`src/rtl/trap_ctrl.sv`:
```
// Machine-mode trap sequencer: accepts exceptions, mret and external interrupts,
// then issues the mepc/mcause/mstatus CSR writes and the PC redirect.
module trap_ctrl #(
  parameter bit MTVEC_VEC_EN = 1'b1
) (
  input  logic        clk,
  input  logic        rst,
  input  logic        req_valid,
  input  logic        illegal_req,
  input  logic        ebreak_req,
  input  logic        ecall_req,
  input  logic        mret_req,
  input  logic        irq_ext,
  input  logic [31:0] req_pc,
  input  logic [31:0] mstatus_in,
  input  logic [31:0] mepc_in,
  input  logic [31:0] mtvec_in,
  output logic        csr_we,
  output logic [11:0] csr_addr,
  output logic [31:0] csr_wdata,
  output logic        busy,
  output logic        flush,
  output logic        redirect_valid,
  output logic [31:0] redirect_pc
);

  typedef enum logic [2:0] {
    IDLE,
    FLUSH,
    W_MEPC,
    W_MCAUSE,
    W_MSTATUS,
    REDIRECT
  } state_t;

  typedef enum logic [2:0] {
    K_ILLEGAL,
    K_EBREAK,
    K_ECALL,
    K_MRET,
    K_IRQ
  } kind_t;

  localparam logic [11:0] CSR_MSTATUS = 12'h300;
  localparam logic [11:0] CSR_MEPC    = 12'h341;
  localparam logic [11:0] CSR_MCAUSE  = 12'h342;

  localparam logic [31:0] CAUSE_ILLEGAL = 32'd2;
  localparam logic [31:0] CAUSE_EBREAK  = 32'd3;
  localparam logic [31:0] CAUSE_ECALL   = 32'd11;
  localparam logic [31:0] CAUSE_IRQ     = 32'h8000_000B;

  state_t      state;
  kind_t       lat_kind;
  logic [31:0] lat_mcause;
  logic [31:0] lat_pc;
  logic [31:0] lat_mstatus;
  logic [31:0] lat_mepc;
  logic [31:0] lat_mtvec;

  logic        accept;
  kind_t       sel_kind;
  logic [31:0] sel_cause;

  // Fixed priority: illegal > ebreak > ecall > mret > irq. Synchronous kinds
  // need req_valid; the interrupt only needs the global MIE bit.
  // NOTE: every always_comb output gets a default first so no latch is inferred.
  always_comb begin
    accept    = 1'b0;
    sel_kind  = K_ILLEGAL;
    sel_cause = '0;
    if (req_valid && illegal_req) begin
      accept    = 1'b1;
      sel_kind  = K_ILLEGAL;
      sel_cause = CAUSE_ILLEGAL;
    end else if (req_valid && ebreak_req) begin
      accept    = 1'b1;
      sel_kind  = K_EBREAK;
      sel_cause = CAUSE_EBREAK;
    end else if (req_valid && ecall_req) begin
      accept    = 1'b1;
      sel_kind  = K_ECALL;
      sel_cause = CAUSE_ECALL;
    end else if (req_valid && mret_req) begin
      accept    = 1'b1;
      sel_kind  = K_MRET;
      sel_cause = '0;
    end else if (irq_ext && mstatus_in[3]) begin
      accept    = 1'b1;
      sel_kind  = K_IRQ;
      sel_cause = CAUSE_IRQ;
    end
  end

  function automatic logic [31:0] trap_mstatus(input logic [31:0] m);
    logic [31:0] r;
    r       = m;
    r[7]    = m[3];
    r[3]    = 1'b0;
    r[12:11] = 2'b11;
    return r;
  endfunction

  function automatic logic [31:0] mret_mstatus(input logic [31:0] m);
    logic [31:0] r;
    r    = m;
    r[3] = m[7];
    r[7] = 1'b1;
    return r;
  endfunction

  // Vectored mode only offsets interrupts; exceptions always land on the base.
  function automatic logic [31:0] trap_target(input logic [31:0] tvec, input kind_t kind);
    logic [31:0] base;
    base = {tvec[31:2], 2'b00};
    if (MTVEC_VEC_EN && (tvec[1:0] == 2'b01) && (kind == K_IRQ))
      return base + 32'd44;
    return base;
  endfunction

  assign busy = (state != IDLE);

  // Outputs are registered alongside the state: each transition loads the
  // values that belong to the state being entered.
  // NOTE: sequential state uses non-blocking assignments only, so every
  // register samples pre-edge values regardless of statement order.
  always_ff @(posedge clk) begin
    if (rst) begin
      state          <= IDLE;
      // NOTE: latched fields are cleared too so an aborted operation leaves
      // nothing behind that a later sequence could observe.
      lat_kind       <= K_ILLEGAL;
      lat_mcause     <= '0;
      lat_pc         <= '0;
      lat_mstatus    <= '0;
      lat_mepc       <= '0;
      lat_mtvec      <= '0;
      flush          <= 1'b0;
      csr_we         <= 1'b0;
      csr_addr       <= '0;
      csr_wdata      <= '0;
      redirect_valid <= 1'b0;
      redirect_pc    <= '0;
    end else begin
      flush          <= 1'b0;
      csr_we         <= 1'b0;
      csr_addr       <= '0;
      csr_wdata      <= '0;
      redirect_valid <= 1'b0;
      redirect_pc    <= '0;

      case (state)
        IDLE: begin
          if (accept) begin
            lat_kind    <= sel_kind;
            lat_mcause  <= sel_cause;
            lat_pc      <= req_pc;
            lat_mstatus <= mstatus_in;
            lat_mepc    <= mepc_in;
            lat_mtvec   <= mtvec_in;
            state       <= FLUSH;
            flush       <= 1'b1;
          end
        end

        FLUSH: begin
          csr_we <= 1'b1;
          if (lat_kind == K_MRET) begin
            state     <= W_MSTATUS;
            csr_addr  <= CSR_MSTATUS;
            csr_wdata <= mret_mstatus(lat_mstatus);
          end else begin
            state     <= W_MEPC;
            csr_addr  <= CSR_MEPC;
            csr_wdata <= {lat_pc[31:2], 2'b00};
          end
        end

        W_MEPC: begin
          state     <= W_MCAUSE;
          csr_we    <= 1'b1;
          csr_addr  <= CSR_MCAUSE;
          csr_wdata <= lat_mcause;
        end

        W_MCAUSE: begin
          state     <= W_MSTATUS;
          csr_we    <= 1'b1;
          csr_addr  <= CSR_MSTATUS;
          csr_wdata <= trap_mstatus(lat_mstatus);
        end

        W_MSTATUS: begin
          state          <= REDIRECT;
          redirect_valid <= 1'b1;
          if (lat_kind == K_MRET)
            redirect_pc <= {lat_mepc[31:2], 2'b00};
          else
            redirect_pc <= trap_target(lat_mtvec, lat_kind);
        end

        REDIRECT: state <= IDLE;

        default: state <= IDLE;
      endcase
    end
  end

endmodule

```
`config.mk`:
```
export PLATFORM = sky130hd
export DESIGN_NAME = trap_ctrl
export DESIGN_NICKNAME = d
export VERILOG_FILES = /design/src/rtl/trap_ctrl.sv
export SDC_FILE = /design/constraint.sdc
export NUM_CORES = 1
export LEC_CHECK = 0
export CORE_MARGIN = 2
export CORE_UTILIZATION = 30
export CTS_BUF_LIST = sky130_fd_sc_hd__clkbuf_4 sky130_fd_sc_hd__clkbuf_8
export DETAILED_ROUTE_END_ITERATION = 8
export PLACE_DENSITY = 0.64
export SETUP_SLACK_MARGIN = 0.05
export SYNTH_ARGS = -nofsm -noshare
export SYNTH_HDL_FRONTEND = slang
export SYNTH_SLANG_ARGS = --single-unit
```
`constraint.sdc`:
```
create_clock -name clk -period 1.85 [get_ports clk]
set_input_delay 0.37 -clock clk [delete_from_list [all_inputs] [get_ports clk]]
set_output_delay 0.37 -clock clk [all_outputs]
set_load 0.01 [all_outputs]
```
==> impl_metrics.py, run 1 <==
metrics = {
    "power_and_ir_drop": {
        "power_mw": 10.7,
        "p_leak_nw": 4.34,
        "irDropWorstVdd_mv": 0.648,
        "p_per_area_nw_per_um2": 950,
    },
    "run": {
        "maxCapViolations": 0,
    },
    "synthesis": {
        "synth-edff-count": 0,
        "synth-seq-cells": 202,
        "synth_area_per_cell_sq_um": 8.24,
        "yosysSeqAreaShare_pct": 52.5,
        "yosysWarnings": 0,
        "synth_area_leaders": "dfxtp_1, nand2_1, a21oi_1",
        "ys_types": 58,
        "synth_top_area_cell": "dfxtp_1",
        "synth_top_area_share_pct": 52.5,
        "synth-main-ff-cell": "dfxtp_1",
        "async_flop_share_pct": 0,
        "synth_area_sq_um": 7710,
        "netlist_instances": 936,
    },
    "sta": {
        "fin_ws_ns": 0.00546,
        "worstMarginPinSlew_ns": 0.733,
        "max_clock_freq_mhz": 542,
        "fin_crit_sh_pct": 99.7,
        "drv_slew": 0,
        "rsz0062_at_grt": "true",
        "period_needed_ns": 1.84,
        "hold_viol_final": 0,
        "setup_viol": 0,
        "relSlewSlack_pct": 51.1,
        "holdWs_ns": 0.204,
        "clock-skew-final_ns": 0.0158,
    },
    "worst_setup_path": {
        "critPathMaxStageDelay_ns": 0.61,
        "worstSetupPathType": "reg -> reg",
        "worstPathMaxFanout": 3,
        "critPathLaunchType": "register",
        "arrival_ns": 2.23,
        "cp-end-kind": "register",
        "r2r_cells": 5,
        "cp_cell_sequence": "nand4_4, or4_4, nor3_4, nor3b_1, a211o_2",
        "crit_required_ns": 2.24,
        "slowest_stage": "or4_4",
    },
    "placement": {
        "postPlaceCellArea_sq_um": 10300,
        "gp_congestion": 0.778,
        "place_ws_ns": -0.374,
        "dp_hpwl_um": 15800,
        "dp_cells": 1458,
        "io_buffer_count": 202,
    },
    "cells_and_area": {
        "synthToLayoutAreaGrowth_pct": 45.8,
        "layoutNonFillerInstCount": 1521,
        "fill_cells": 2511,
        "layout_commonest_cell": "nand2_1",
        "diodes": 0,
        "final_layout_size_suffix_gt1_share_pct": 13.7,
        "final_nets": 1306,
        "mostFrequentLayoutCells": "nand2_1, dfxtp_1, clkdlybuf4s50_1, a21oi_1, buf_4",
        "finish.instance_area_sq_um": 11200,
    },
    "floorplanning": {
        "die_h_um": 164,
        "die_w_um": 164,
        "core_region_area_sq_um": 25200,
        "ios": 216,
        "num_rows": 58,
        "dieArea_sq_um": 27000,
        "start_util_pct": 30.6,
    },
    "clock_tree": {
        "tritoncts": "done",
        "htreeDepth": 2,
        "cts-root-buf": "clkbuf_8",
        "clkSinkCount": 202,
        "path_clk_slew_ns": 0.06,
        "clock_latency_ns": 0.51,
        "cts_max_path_buffers": 3,
        "cts_inserted_buffers": 36,
    },
    "grt": {
        "grt_pass1_vias": 6856,
        "grt_usage_pct": 16.7,
        "grt_antenna_before_repair": 0,
        "globalRouteOverflowTotal": 0,
        "grt_max_degree": 69,
        "grt_pass1_wl_um": 35900,
    },
    "detailed_routing": {
        "wire_per_inst_um": 15.1,
        "drtPass1Iterations": 5,
        "drt-initial-drc-count": 438,
        "drc": 0,
        "vias_per_cell": 4.70,
        "vias": 7149,
        "ant_nets": 0,
        "drt-total-wl_um": 23000,
    },
    "run_status": {
        "status": "finished, final reports clean",
    },
    "worst_hold_path": {
        "hold_path.class": "in -> reg",
        "hold_depth": 3,
    },
}
## what timing repair did
action	CTS	global route
gates resized for setup	15	33
hold buffers	0	0
pin swaps	5	7
cloned	0	0
setup buffers	3	0
endpoints found under the setup margin	49	75
## synthesized netlist by cell type, types with 2 or more instances
| cell | count |
|---|---|
| a211oi_1 | 5 |
| a21oi_1 | 148 |
| a22oi_1 | 27 |
| a31oi_1 | 2 |
| and2_1 | 2 |
| and3_1 | 7 |
| buf_2 | 15 |
| buf_4 | 13 |
| clkbuf_1 | 44 |
| clkbuf_8 | 3 |
| dfxtp_1 | 202 |
| inv_1 | 12 |
| mux2i_1 | 2 |
| nand2_1 | 277 |
| nand2b_1 | 3 |
| nand3_1 | 5 |
| nand4_1 | 8 |
| nor2_1 | 52 |
| nor3_1 | 11 |
| nor3_2 | 2 |
| nor3b_1 | 3 |
| nor4_1 | 6 |
| o2111ai_1 | 3 |
| o211a_1 | 2 |
| o21ai_0 | 23 |
| or3_1 | 2 |
| xnor2_1 | 20 |
| xor2_1 | 7 |
## worst max-delay path: cells and delay by family (launching register included)
| kind | cells | cell delay [ns] |
|---|---|---|
| DFF | 1 | 0.36 |
| and+or+nand+nor | 4 | 1.05 |
| AOI/OAI and AO/OA | 1 | 0.31 |
## report_power, final
part           switching (mW)  leakage [nW]  total [mW]  internal, mW
clock network            1.77         0.401        4.32          2.55
registers               0.171          1.65        4.82          4.65
logic                   0.824          2.29        1.54         0.719
total                    2.77          4.34        10.7          7.92
## worst paths after layout
check / start / to / slack (ns)
setup / recovery: lat_mtvec[11] / redirect_pc[26] / 0.005
hold / removal: rst / lat_kind[2] / 0.20
setup reg to reg: lat_mtvec[11] / redirect_pc[26] / 0.005
hold reg to reg: lat_mepc[10] / lat_mepc[10] / 0.45
## kinds of logic (layout without fill, tap and decap cells)
logic type	Yosys count	count (layout)	share of synthesized area, %
buffers and inverters	88	335	5.55
other	1	9	0.0486
muxes	3	3	0.406
adders and majority gates	1	1	0.162
AOI/OAI and AO/OA	224	224	16.5
xor gates and xnor gates	27	27	3.07
DFF	202	202	52.5
and+or+nand+nor	390	390	21.8
## final cells by class
type                            instances  area [sq um]  share of cell area (%)
Tap cell                              330           413                    3.67
Multi-Input combinational cell        654          3370                    30.0
Timing Repair Buffer                  263          2590                    23.1
Clock buffer                           57           709                    6.31
Sequential cell                       202          4060                    36.2
Clock inverter                          3          40.0                   0.356
Inverter                               12          45.0                   0.401
## stage by stage
stage / setup TNS [ns] / util, %
2_1_floorplan: 0 / -
3_3_place_gp: -42.49 / 41.0
3_5_place_dp: -43.48 / 41.0
4_1_cts: 0 / 44.1
5_1_grt: -0.0422 / 44.6
6_report: 0 / 44.6
## flip-flops by register name (all words and copies together) (netlist names)
signal,count
lat_kind,3
lat_mstatus,32
flush,1
csr_wdata,32
redirect_pc,30
lat_pc,30
csr_we,1
csr_addr,4
redirect_valid,1
lat_mtvec,32
lat_mepc,30
state,3
lat_mcause,3
## routing by layer
| metal | vias up | GRT usage (%) | wire [um] |
|---|---|---|---|
| li1 | 3573 | - | - |
| met1 | 3284 | 20.2 | 9520 |
| met2 | 260 | 27.3 | 10500 |
| met3 | 32 | 7.05 | 2500 |
| met4 | 0 | 4.47 | 435 |
| met5 | - | 0 | 0 |
No activity file was read; power rests on OpenSTA's default activity.
==> run 2: changes to the inputs <==
--- a/config.mk
+++ b/config.mk
@@ -5,11 +5,12 @@
 export SDC_FILE = /design/constraint.sdc
 export NUM_CORES = 1
 export LEC_CHECK = 0
+export ABC_AREA = 1
 export CORE_MARGIN = 2
 export CORE_UTILIZATION = 30
 export CTS_BUF_LIST = sky130_fd_sc_hd__clkbuf_4 sky130_fd_sc_hd__clkbuf_8
 export DETAILED_ROUTE_END_ITERATION = 8
-export PLACE_DENSITY = 0.64
+export PLACE_DENSITY = 0.63
 export SETUP_SLACK_MARGIN = 0.05
 export SYNTH_ARGS = -nofsm -noshare
 export SYNTH_HDL_FRONTEND = slang
==> run 2 against run 1 <==
Cell count increased by 12%. Non-clock buffer count decreased by 17. Area after synthesis grew 10%. Count of clock-buffer cells in the layout down 3. Final area is 5.4% higher. Worst hold slack better by 0.056 ns. Worst setup slack improved by 0.091 ns. Synthesized cell count rose by 16%. Largest power group unchanged. Register-to-register slack improved by 0.14 ns.
==> impl_metrics.py, run 2 <==
metrics = {
    "grt": {
        "grt_pass1_vias": 7648,
        "globalRouteOverflowTotal": 0,
        "grt_usage_pct": 16.7,
        "grt_max_degree": 111,
        "grt_antenna_before_repair": 0,
        "grt_pass1_wl_um": 39100,
    },
    "floorplanning": {
        "die_w_um": 172,
        "die_h_um": 172,
        "dieArea_sq_um": 29700,
        "start_util_pct": 30.5,
        "core_region_area_sq_um": 27900,
        "ios": 216,
        "num_rows": 61,
    },
    "power_and_ir_drop": {
        "irDropWorstVdd_mv": 0.513,
        "swShare_pct": 28.9,
        "p_per_area_nw_per_um2": 962,
        "power_mw": 11.4,
        "p_clk_share_pct": 37.1,
        "p_seq_share_pct": 44.0,
        "intPower_mw": 8.10,
        "p_leak_nw": 4.94,
        "p_comb_share_pct": 19.0,
        "p_switching_mw": 3.30,
    },
    "worst_hold_path": {
        "hold_path.class": "in -> reg",
    },
    "cells_and_area": {
        "final_layout_size_suffix_gt1_share_pct": 15.4,
        "reg.largest.list": "csr_wdata x32, lat_mstatus x32, lat_mtvec x32",
        "diodes": 0,
        "synthToLayoutAreaGrowth_pct": 39.5,
        "fill_cells": 2791,
        "layout_commonest_cell": "nand2_1",
        "mostFrequentLayoutCells": "nand2_1, dfxtp_1, clkdlybuf4s50_1, nor2_1, a21oi_1",
        "final_nets": 1446,
    },
    "sta": {
        "max_clock_freq_mhz": 570,
        "drv_slew": 0,
        "fin_setup_tns_ns": 0,
        "worstMarginPinSlew_ns": 0.507,
        "fin_crit_sh_pct": 94.8,
        "period_needed_ns": 1.75,
        "clock-skew-final_ns": 0.0191,
        "hold_viol_final": 0,
        "relSlewSlack_pct": 66.2,
        "holdWs_ns": 0.260,
        "rsz0062_at_grt": "true",
        "setup_viol": 0,
    },
    "worst_setup_path": {
        "slowest_stage": "clkdlybuf4s50_1",
        "crit_required_ns": 1.48,
        "critPathLaunchType": "register",
        "worstPathMaxFanout": 1,
        "worstSetupPathType": "reg -> out",
        "critPathTopFamily": "buffers and inverters",
        "arrival_ns": 1.38,
        "cp-end-kind": "primary output",
        "cp_cell_sequence": "clkdlybuf4s50_1",
        "cp_num_buf_inv": 1,
        "critPathMaxStageDelay_ns": 0.54,
    },
    "synthesis": {
        "async_flop_share_pct": 0,
        "yosysSeqAreaShare_pct": 47.6,
        "synth-seq-cells": 202,
        "synth-main-ff-cell": "dfxtp_1",
        "synth_area_leaders": "dfxtp_1, nand2_1, a21oi_1",
        "netlist_instances": 1089,
        "ys_types": 43,
        "synth_area_per_cell_sq_um": 7.80,
        "synth-edff-count": 0,
        "netlist_top_cells_count": "nand2_1, dfxtp_1, nor2_1",
        "yosysMostFrequentCell": "nand2_1",
        "synth_top_area_share_pct": 47.6,
        "synth_area_sq_um": 8500,
        "synth_top_area_cell": "dfxtp_1",
        "yosysWarnings": 0,
    },
    "detailed_routing": {
        "ant_nets": 0,
        "vias": 7805,
        "wire_per_inst_um": 14.8,
        "vias_per_cell": 4.58,
        "drt-initial-drc-count": 544,
        "drc": 0,
        "drtPass1Iterations": 5,
        "drt-total-wl_um": 25300,
    },
    "run": {
        "maxCapViolations": 0,
    },
    "clock_tree": {
        "htreeDepth": 2,
        "clkSinkCount": 202,
        "path_clk_slew_ns": 0.05,
        "clock_latency_ns": 0.53,
        "cts_max_path_buffers": 3,
        "tritoncts": "done",
        "cts_inserted_buffers": 38,
        "holdBufCountCts": 0,
        "cts-root-buf": "clkbuf_8",
    },
    "placement": {
        "gp_congestion": 0.837,
        "dp_hpwl_um": 17800,
        "io_buffer_count": 202,
    },
    "run_status": {
        "status": "finished, final reports clean",
    },
}
-- run 2: cell types whose count changed in the layout (fill, tap and decap cells not counted), moves of 11 or more --
cell and change:
dlygate4sd2_1 +14, xnor2_1 -19, inv_1 +69, a21oi_1 -39, a211oi_2 +40, nand2_2 +13
clkdlybuf4s50_1 -14, nor2_1 +69, a21oi_2 +11, nand3_1 +33, buf_4 -19
-- run 2: final timing paths --
| kind | cells past startpoint | to | slack, ns | from |
|---|---|---|---|---|
| min reg2reg | 2 | lat_mepc[23] | 0.46 | lat_mepc[23] |
| max | 1 | redirect_pc[6] | 0.1 | redirect_pc[6] |
| min | 3 | redirect_valid | 0.26 | rst |
| max reg2reg | 12 | redirect_pc[20] | 0.15 | lat_mtvec[3] |
-- run 2: power groups by stage --
stage	registers [mW]	logic, mW	clock network [mW]
CTS	5.01	2.17	4.35
global route	5.06	2.40	4.54
detailed placement	5.09	2.17	0
floorplan	5.04	1.35	0
finish	5.01	2.16	4.23
global placement	5.08	2.14	0
-- run 2: layer usage --
| layer | track usage, % | share of wire (%) | vias to the layer above | wire, um |
|---|---|---|---|---|
| met5 | 0 | 0 | - | 0 |
| met4 | 6.32 | 2.9 | 0 | 741 |
| met3 | 5.75 | 8.7 | 51 | 2200 |
| met2 | 28.0 | 46 | 273 | 11600 |
| met1 | 19.8 | 42 | 3529 | 10700 |
| li1 | - | - | 3952 | - |
-- run 2: final cells by class --
| type | count | area [sq um] | area share (%) |
|---|---|---|---|
| Clock buffer | 54 | 693 | 5.85 |
| Clock inverter | 5 | 36.3 | 0.306 |
| Inverter | 92 | 347 | 2.92 |
| Multi-Input combinational cell | 729 | 3770 | 31.8 |
| Sequential cell | 202 | 4050 | 34.2 |
| Tap cell | 378 | 473 | 3.99 |
| Timing Repair Buffer | 246 | 2480 | 21.0 |
-- run 2: logic make-up after synthesis --
kind of cell    Yosys count  synth area share (%)
flops                   202                  47.6
buf+inv                 166                  9.19
simple gates            480                  23.1
compound gates          229                  18.9
other cells               1                0.0441
fa+ha+maj                 1                 0.147
xor+xnor                 10                  1.03
-- run 2: metrics by stage --
step                area, sq um  worst slack (ns)  std cells  util [%]
floorplan                  8530             0.256       1097         -
global placement          11000            -0.159       1644      39.6
detailed placement        11000            -0.234       1644      39.6
CTS                       11800           0.00750       1704      42.3
global route              11900           0.00392       1706      42.5
finish                    11900            0.0967       1706      42.5
-- run 2: timing repair --
item,4_1_cts,5_1_grt
setup buffers,1,2
setup endpoints to repair,21,27
gates resized for setup,25,28
pin swaps,1,5
==> run 3: changes to the inputs <==
--- a/config.mk
+++ b/config.mk
@@ -6,11 +6,11 @@
 export NUM_CORES = 1
 export LEC_CHECK = 0
 export ABC_AREA = 1
-export CORE_MARGIN = 2
-export CORE_UTILIZATION = 30
+export CORE_MARGIN = 5
+export CORE_UTILIZATION = 46
 export CTS_BUF_LIST = sky130_fd_sc_hd__clkbuf_4 sky130_fd_sc_hd__clkbuf_8
 export DETAILED_ROUTE_END_ITERATION = 8
-export PLACE_DENSITY = 0.63
+export PLACE_DENSITY = 0.87
 export SETUP_SLACK_MARGIN = 0.05
 export SYNTH_ARGS = -nofsm -noshare
 export SYNTH_HDL_FRONTEND = slang
==> run 3 against run 2 <==
Sequential share of layout area grew 0.19 points. Final area decreased by 0.61%. Maximum frequency fell by 1.0%. Flip-flop and latch count stayed put. Critical endpoint is now redirect_pc[9].
==> impl_metrics.py, run 3 (synthesis results as in run 2) <==
metrics = {
    "cells_and_area": {
        "final_layout_size_suffix_gt1_share_pct": 15.5,
        "final_nets": 1445,
        "finalCoreUtilization_pct": 65.1,
        "diodes": 0,
        "mostFrequentLayoutCells": "nand2_1, dfxtp_1, clkdlybuf4s50_1, nor2_1, a21oi_1",
        "layout_commonest_cell": "nand2_1",
        "reg.largest.list": "csr_wdata x32, lat_mstatus x32, lat_mtvec x32",
        "synthToLayoutAreaGrowth_pct": 38.6,
        "fill_cells": 1481,
    },
    "clock_tree": {
        "tritoncts": "done",
        "cts_inserted_buffers": 35,
        "cts_max_path_buffers": 3,
        "clkSinkCount": 202,
        "holdBufCountCts": 0,
        "cts-root-buf": "clkbuf_8",
        "htreeDepth": 2,
        "path_clk_slew_ns": 0.06,
        "clock_latency_ns": 0.52,
    },
    "power_and_ir_drop": {
        "intPower_mw": 8.51,
        "p_seq_share_pct": 42.6,
        "p_switching_mw": 3.26,
        "power_mw": 11.8,
        "p_clk_share_pct": 38.9,
        "p_per_area_nw_per_um2": 999,
        "p_leak_nw": 5.08,
        "irDropWorstVdd_mv": 0.679,
        "swShare_pct": 27.7,
        "p_comb_share_pct": 18.5,
    },
    "sta": {
        "period_needed_ns": 1.77,
        "rsz0062_at_grt": "true",
        "setup_viol": 0,
        "fin_setup_tns_ns": 0,
        "clock-skew-final_ns": 0.0103,
        "holdWs_ns": 0.227,
        "drv_slew": 0,
        "fin_crit_sh_pct": 95.8,
        "hold_viol_final": 0,
        "fin_ws_ns": 0.0782,
        "max_clock_freq_mhz": 564,
    },
    "detailed_routing": {
        "drt-total-wl_um": 24900,
        "wire_per_inst_um": 16.0,
        "drc": 0,
        "ant_nets": 0,
        "drt-initial-drc-count": 576,
        "drtPass1Iterations": 5,
        "vias_per_cell": 5.14,
        "vias": 8015,
    },
    "worst_hold_path": {
        "hold_path.class": "in -> reg",
        "hold_start": "rst",
    },
    "grt": {
        "grt_antenna_before_repair": 1,
        "grt_max_degree": 70,
        "grt_pass1_wl_um": 39700,
        "grt_usage_pct": 22.5,
        "globalRouteOverflowTotal": 0,
        "grt_pass1_vias": 8000,
    },
    "worst_setup_path": {
        "cp_num_buf_inv": 1,
        "cp_cell_sequence": "clkdlybuf4s50_1",
        "critPathTopFamily": "buffers and inverters",
        "cp-startpoint": "redirect_pc[9]",
        "r2r-start": "lat_kind[2]",
        "critPathLaunchType": "register",
        "cp-end-kind": "primary output",
        "crit_required_ns": 1.48,
        "slowest_stage": "clkdlybuf4s50_1",
        "critPathMaxStageDelay_ns": 0.55,
        "worstSetupPathType": "reg -> out",
        "arrival_ns": 1.40,
        "worstPathMaxFanout": 1,
    },
    "run_status": {
        "status": "finished, final reports clean",
    },
    "placement": {
        "io_buffer_count": 202,
        "gp_congestion": 0.907,
        "place_ws_ns": -0.196,
        "dp_hpwl_um": 17400,
    },
    "floorplanning": {
        "start_util_pct": 47.0,
        "num_rows": 49,
        "die_w_um": 146,
        "dieArea_sq_um": 21300,
        "die_h_um": 146,
        "core_region_area_sq_um": 18100,
        "ios": 216,
    },
    "run": {
        "maxCapViolations": 0,
    },
}
[run 3: routing by layer]
layer / part of all wire, % / wire length [um] / track usage, % / vias up
met5: 0.052 / 13 / 0 / -
met4: 3.4 / 844 / 9.64 / 2
met3: 9.7 / 2420 / 8.16 / 66
met2: 48 / 11800 / 37.3 / 323
met1: 39 / 9790 / 26.4 / 3660
li1: - / - / - / 3964
[run 3: cell type report]
type / count / area (sq um) / share of cell area [%]
tap: 229 / 287 / 2.43
multi-input combinational: 729 / 3760 / 31.9
clock buffer: 55 / 694 / 5.90
inverter: 92 / 350 / 2.97
clock inverter: 4 / 101 / 0.860
sequential: 202 / 4050 / 34.4
timing repair buffer: 248 / 2530 / 21.5
[run 3: worst register-to-register path, stage by stage (launching register included)]
cell and delay, ns:
dfxtp_1 0.39, nand3_1 0.11, nor2_2 0.14, buf_12 0.18, and2_1 0.28, nand3_1 0.11
nand2_1 0.08, nand3_1 0.15, nand2_1 0.12, inv_1 0.04
[run 3: metrics by stage]
stage                     cell area, sq um  std cells
final                                11800       1559
after global routing                 11800       1559
after CTS                            11700       1559
after detailed placement             10900       1498
after global placement               10900       1498
after floorplan                       8530       1097
[run 3: timing repair]
item                                   CTS  global route
pin swaps                                2             1
resized for setup                        9            37
endpoints found under the hold margin    0             0
buffers inserted                         2             0
setup endpoints to repair                6            34
[run 3: power by group through the flow]
stage | Clock, mW | Combinational (mW) | Sequential (mW)
detailed placement | 0 | 2.15 | 5.09
floorplan | 0 | 1.35 | 5.04
global placement | 0 | 2.10 | 5.07
finish | 4.58 | 2.18 | 5.01
CTS | 4.69 | 2.18 | 5.00
global route | 4.90 | 2.39 | 5.05
[run 3: worst paths after layout]
| kind | endpoint | slack [ns] | depth (start not counted) |
|---|---|---|---|
| worst max register to register | redirect_pc[21] | 0.16 | 9 |
| worst min register to register | lat_mepc[31] | 0.46 | 2 |
| worst min-delay path | redirect_valid | 0.23 | 3 |
| worst max-delay path | redirect_pc[9] | 0.08 | 1 |
